==> src/rtl/serial_adder.sv <==
// serial_adder: digit-serial adder/subtractor with valid/ready handshakes.
// One DIGIT-bit ripple slice is reused over WIDTH/DIGIT cycles, LSB digit first.
//
// Ports:
//   clk, rst_n            clock (rising edge), asynchronous active-low reset
//   in_valid / in_ready   operand handshake; operands sampled only in IDLE
//   a, b                  WIDTH-bit operands
//   cin                   carry-in (add mode only)
//   sub                   0: a + b + cin, 1: a - b (a + ~b + 1)
//   out_valid / out_ready result handshake; result held until accepted
//   sum                   WIDTH-bit result, modulo 2^WIDTH
//   cout                  carry out of the MSB (sub mode: 1 = no borrow)
//   ovf                   two's-complement overflow
module serial_adder #(
  parameter int WIDTH = 8,
  parameter int DIGIT = 2
) (
  input  logic             clk,
  input  logic             rst_n,
  input  logic             in_valid,
  output logic             in_ready,
  input  logic [WIDTH-1:0] a,
  input  logic [WIDTH-1:0] b,
  input  logic             cin,
  input  logic             sub,
  output logic             out_valid,
  input  logic             out_ready,
  output logic [WIDTH-1:0] sum,
  output logic             cout,
  output logic             ovf
);

  localparam int N  = WIDTH / DIGIT;
  localparam int CW = (N > 1) ? $clog2(N) : 1;

  if (WIDTH < 2 || DIGIT < 1 || DIGIT > WIDTH || (WIDTH % DIGIT) != 0) begin : g_bad_params
    $error("serial_adder: illegal WIDTH/DIGIT combination");
  end

  typedef enum logic [1:0] {IDLE, RUN, DONE} state_t;

  state_t            state_q, state_d;
  logic [WIDTH-1:0]  a_q, a_d;
  logic [WIDTH-1:0]  b_q, b_d;
  logic [WIDTH-1:0]  acc_q, acc_d;
  logic [WIDTH-1:0]  sum_q, sum_d;
  logic [CW-1:0]     cnt_q, cnt_d;
  logic              carry_q, carry_d;
  logic              cout_q, cout_d;
  logic              ovf_q, ovf_d;
  logic              live_q, live_d;

  logic [DIGIT-1:0]       dig_s;
  logic                   dig_c;
  logic                   dig_cmsb;
  logic [WIDTH-1:0]       acc_next;
  logic                   last;

  // Ripple slice over the low digit of the shifting operand registers.
  always_comb begin
    logic [DIGIT-1:0]       da;
    logic [DIGIT-1:0]       db;
    logic [WIDTH+DIGIT-1:0] cat;
    logic                   c;
    da       = a_q[DIGIT-1:0];
    db       = b_q[DIGIT-1:0];
    c        = carry_q;
    dig_cmsb = carry_q;
    dig_s    = '0;
    for (int unsigned i = 0; i < DIGIT; i++) begin
      dig_cmsb = c;
      dig_s[i] = da[i] ^ db[i] ^ c;
      c        = (da[i] & db[i]) | (c & (da[i] ^ db[i]));
    end
    dig_c = c;
    // Digits enter at the top and shift down; after N digits digit k sits at
    // [k*DIGIT +: DIGIT], matching an indexed write without a variable index.
    cat      = {dig_s, acc_q} >> DIGIT;
    acc_next = cat[WIDTH-1:0];
  end

  assign last = (cnt_q == CW'(N - 1));

  always_comb begin
    state_d   = state_q;
    a_d       = a_q;
    b_d       = b_q;
    acc_d     = acc_q;
    sum_d     = sum_q;
    cnt_d     = cnt_q;
    carry_d   = carry_q;
    cout_d    = cout_q;
    ovf_d     = ovf_q;
    live_d    = 1'b1;
    in_ready  = live_q && (state_q == IDLE);
    out_valid = (state_q == DONE);
    case (state_q)
      IDLE: begin
        if (in_valid && live_q) begin
          a_d     = a;
          b_d     = sub ? ~b : b;
          carry_d = sub ? 1'b1 : cin;
          cnt_d   = '0;
          state_d = RUN;
        end
      end
      RUN: begin
        a_d     = a_q >> DIGIT;
        b_d     = b_q >> DIGIT;
        acc_d   = acc_next;
        carry_d = dig_c;
        cnt_d   = cnt_q + CW'(1);
        if (last) begin
          sum_d   = acc_next;
          cout_d  = dig_c;
          ovf_d   = dig_cmsb ^ dig_c;
          state_d = DONE;
        end
      end
      DONE: begin
        if (out_ready) state_d = IDLE;
      end
      default: state_d = IDLE;
    endcase
  end

  always_ff @(posedge clk or negedge rst_n) begin
    if (!rst_n) begin
      state_q <= IDLE;
      a_q     <= '0;
      b_q     <= '0;
      acc_q   <= '0;
      sum_q   <= '0;
      cnt_q   <= '0;
      carry_q <= 1'b0;
      cout_q  <= 1'b0;
      ovf_q   <= 1'b0;
      live_q  <= 1'b0;
    end else begin
      state_q <= state_d;
      a_q     <= a_d;
      b_q     <= b_d;
      acc_q   <= acc_d;
      sum_q   <= sum_d;
      cnt_q   <= cnt_d;
      carry_q <= carry_d;
      cout_q  <= cout_d;
      ovf_q   <= ovf_d;
      live_q  <= live_d;
    end
  end

  assign sum  = sum_q;
  assign cout = cout_q;
  assign ovf  = ovf_q;

endmodule

==> config.mk <==
export PLATFORM = sky130hd
export DESIGN_NAME = serial_adder
export DESIGN_NICKNAME = d
export VERILOG_FILES = /design/src/rtl/serial_adder.sv
export SDC_FILE = /design/constraint.sdc
export NUM_CORES = 1
export LEC_CHECK = 0
export CAP_MARGIN = 20
export CORE_UTILIZATION = 56
export CTS_BUF_LIST = sky130_fd_sc_hd__clkbuf_2 sky130_fd_sc_hd__clkbuf_4 sky130_fd_sc_hd__clkbuf_8
export DETAILED_ROUTE_END_ITERATION = 10
export GPL_TIMING_DRIVEN = 0
export PLACE_DENSITY = 0.91
export SLEW_MARGIN = 10
export SYNTH_ARGS = -nofsm -noshare
export SYNTH_HDL_FRONTEND = slang
export SYNTH_SLANG_ARGS = --single-unit
==> constraint.sdc <==
create_clock -name clk -period 2.85 [get_ports clk]
set_input_delay 0.855 -clock clk [delete_from_list [all_inputs] [get_ports clk]]
set_output_delay 0.855 -clock clk [all_outputs]
set_load 0.02 [all_outputs]
Word level (Yosys, flattened, before mapping) --
Cells that the tools add are included.
Cells by class: equal/unequal tests 6, bitwise gates (word level) 12, reduce and logical (&&, ||, !) cells 7, add/subtract/negate cells 1, mux-type cells 14
Operators by type and width (number):
- one-hot mux 8 bit (2 select lines) | 2
- two-way mux 8 bit | 3
- two-way mux 2 bit | 4
- NOT 8 bit | 1
- one-hot mux 2 bit (3 select lines) | 1
- bitwise XOR 1 bit | 5
- bitwise AND 1 bit | 4
- == test 2 bit (second input constant) | 2
- != test 2 x 1 -> 1 bit (second input constant) | 2
- one-hot mux 2 bit (2 select lines) | 1
- AND reduction 2 bit | 2
- AND reduction 3 bit | 1
- adder 2 x 1 -> 2 bit (second input constant) | 1
- == test 2 x 1 -> 1 bit (second input constant) | 1
- logical AND 1 bit | 2
- logical NOT 2 bit | 1
- two-way mux 1 bit | 2
- != test 2 bit (second input constant) | 1
- OR 1 bit | 2
- one-hot mux 1 bit (2 select lines) | 1
- nonzero test 2 bit | 1
Word-level totals: logic and storage cells 50, register bits 40, output and inout port bits 12, bits of input ports 22

Depth between registers and ports, before layout --
Gate-level depths: netlist (run 1).
word-level depth 6, depth in mapped cells 6, gate-level depth less buffers 5

Worst setup path after synthesis (run 1) --
Ideal clock, no wire load.
path kind reg-to-output, start register state_q[0], end output port in_ready, data required time 1995 ps, arrival time 1036 ps, path buffers 1, cell stages (with the launch flop) 3, path slack 959 ps, path through dfrtp_1 > buf_4 > nor3b_1
On the way: word-level cells in the longest chain between the ends 2
Ends and longest elaborated chain:
- start: declaration | RTL line 42 | state_t state_q, state_d;
- start signal: assignment | RTL line 140 | state_q <= state_d;
- logical NOT 2 bit | RTL line 95 | in_ready = live_q && (state_q == IDLE);
- logical AND 1 bit | RTL line 95
- end: declaration | RTL line 21 | output logic in_ready,
Every way passes these cells.

Worst setup path after layout (run 1) --
start register state_q[1], end output port in_ready
Same word-level chain as after synthesis.

==> run summary, run 1 <==
Post-synth top cells -> 38 x dfrtp_1, 18 x nand2_1, 11 x o21ai_0
Clk Latency, worst-skew pair -> 0.34 ns
crit-path max cell delay -> 0.66 ns
asr flop ratio synth -> 1.000
Buf/Inv on CP -> 2
GR Layer Usage met1 -> 0.2839
Rows -> 19
vias in the first global route -> 1,233
critical-path cell list -> buf_2 -> nor3b_1 -> clkdlybuf4s50_1
M2 GR Usage -> 0.3765
P per Cell Area -> 1091 nW/um2
Nets -> 211
# DRC -> 0
Die Y -> 56.66 um
setup repair bufs after CTS -> 0
initial antenna violation count -> 0
CP Data Arrival Time -> 1.83 ns
GRT Total Usage -> 0.2288
ant diodes -> 0
Slew Viols, Final -> 0
Num CTS Buffers -> 5
H-tree Lvls -> 2
Worst VDD drop -> 0.0009581 V
HPWL after DPL -> 2265 um
die area -> 3210 um2
relative slew slack -> 0.4540
Gate Count Post-Synth -> 147
Crit Path Class -> flop to primary output
CTS tree -> built
I/O Buffers -> 32
Tmin final -> 2.689 ns
hold_buf cts -> 0
worst min path class -> flop to flop
M3 GR Usage -> 0.06682
Ports -> 34
post-place setup slack -> 0.5773 ns
router iterations before antenna repair -> 4
sequential share of the synthesized area -> 0.5684
grt peak-use layer -> met2
clk sinks -> 38
Final ANT Viol Nets -> 0
Worst-path clk slew -> 0.11 ns
total grt overflow -> 0
endpoints failing setup -> 0
Synth area leaders -> dfrtp_1 57%, nand2_1 4.0%, mux2_2 4.0%, o21ai_0 3.3%, a22o_1 2.6%
Synth top area share -> 0.5684
layout cells sized above 1 -> 0.1452
RSZ-0062 raised after global routing -> false
Setup TNS -> 0 ns
setup ws final -> 0.1614 ns
Post-synth EDFFs -> 0
most frequent cell after synthesis -> dfrtp_1
pin count of the biggest net entering global routing -> 39
mean area per synthesized cell -> 11.38 um2
CP delay by family, top -> buffers and inverters
Area Growth Syn to Fin -> 26.03%
WL/cell -> 14.42 um
synthesis-stage register bit count -> 38
Max-Cap Viols -> 0
Initial DRC Count -> 39
CTS root buf -> clkbuf_4
f_max -> 0.3719 GHz
first-pass GRT wire length -> 5568 um
worst-margin pin slew -> 0.8190 ns
cell taking the most area after synthesis -> dfrtp_1
slowest CP cell -> clkdlybuf4s50_1
critical path startpoint category -> flop
Clock Skews -> 0.01080 ns
Resize count post-CTS -> 0
total number of vias -> 1,229
CTS max path bufs -> 2
post-synth cell types -> 30
initial core utilization -> 0.6014
post-synth net total -> 172
Final period util -> 0.9434
leakage power -> 0.9994 nW
Crit. End Element -> primary output
YS warnings -> 0
Mapped Area -> 1673 um2
Die X-Extent -> 56.66 um
Cell Area, Placed -> 2027 um2
crit path max fanout -> 10
outcome -> complete, no violations
routed wire length -> 3129 um
DR vias/cell -> 5.664
total power -> 2.300 mW
Critical Path RT -> 2.00 ns
Placeable Area -> 2781 um2
fin area -> 2108 um2
gpl congestion -> 0.7133
Final Hold Vio Count -> 0
top_reg_cell synth -> dfrtp_1
-- worst paths after layout --
| check | start | to | slack [ns] | cells after the start |
|---|---|---|---|---|
| worst min register to register | cnt_q[0] | cnt_q[0] | 0.48 | 1 |
| max in group asynchronous | rst_n | b_q[0] | 1.73 | 1 |
| worst min-delay path | cnt_q[0] | cnt_q[0] | 0.48 | 1 |
| min in group asynchronous | rst_n | sum[5] | 0.60 | 1 |
| worst max register to register | a_q[0] | ovf | 1.14 | 5 |
| worst max-delay path | state_q[1] | in_ready | 0.16 | 3 |
-- sequential cells by signal, summed over array words and instances (netlist names) --
| name | flops |
|---|---|
| live_q | 1 |
| state_q | 2 |
| cout | 1 |
| ovf | 1 |
| carry_q | 1 |
| a_q | 8 |
| cnt_q | 2 |
| sum | 8 |
| b_q | 8 |
| acc_q | 6 |
-- report_power, final --
| part | total, mW | switching (mW) | internal [mW] |
|---|---|---|---|
| registers | 0.893 | 0.118 | 0.774 |
| clock network | 0.368 | 0.164 | 0.204 |
| logic | 1.04 | 0.548 | 0.492 |
-- per-layer routing --
layer,wire (um),share of wire,vias up
met5,0,0,-
met4,78,0.025,0
met3,190,0.061,9
met2,1517,0.48,48
met1,1343,0.43,597
li1,-,-,575
-- cells in the final DEF, fill, tap and decap left out, drive strengths merged, types with 2 or more instances in the layout --
cell           instances
xor2                   5
inv                   10
xnor2                  4
o21ai                 13
a22oi                  2
clkdlybuf4s50         31
a221o                  3
buf                   11
dfrtp                 38
a21oi                  8
nand2b                 2
fa                     2
a22o                   5
mux2                   6
o22ai                  6
clkbuf                 6
nor2                   5
nand2                 18
-- area by class of cell --
class | instances | area, um2
multi-input cells | 89 | 619.3
repair buffers | 32 | 315.3
flip-flops and latches | 38 | 950.9
clock buffers | 6 | 51.30
well taps | 31 | 38.79
inverters | 10 | 37.54
fillers | 194 | 673.1
plain buffers | 10 | 65.06
clock inverters | 1 | 30.03
-- per-stage QoR --
step / instances / util / hold WS [ns]
after detailed placement: 210 / 0.7287 / 0.4631
after global routing: 217 / 0.7580 / 0.5108
after CTS: 217 / 0.7580 / 0.4864
after global placement: 210 / 0.7305 / 0.4589
final: 217 / 0.7580 / 0.4845
after floorplan: 147 / - / 0.4418
-- kinds of logic (layout without fill, tap and decap cells) --
kind of cell,Yosys count,count (layout),synth area share
other,1,1,0.002242
flip-flops,38,38,0.5684
adder cells (fa/ha/maj),3,3,0.03141
buffers and inverters,20,59,0.06133
AND/OR/NAND/NOR,31,31,0.09724
XOR/XNOR,9,9,0.04712
multiplexers,7,7,0.04637
AO/OA/AOI/OAI,38,38,0.1458
(Power assumes the default switching activity.)
==> run 2, diff against run 1 <==
--- a/config.mk
+++ b/config.mk
@@ -11,6 +11,7 @@
 export DETAILED_ROUTE_END_ITERATION = 10
 export GPL_TIMING_DRIVEN = 0
 export PLACE_DENSITY = 0.91
+export SKIP_CTS_REPAIR_TIMING = 1
 export SLEW_MARGIN = 10
 export SYNTH_ARGS = -nofsm -noshare
 export SYNTH_HDL_FRONTEND = slang
==> results of run 2 <==
Final layout, timing and power as in run 1 (identical DEF).
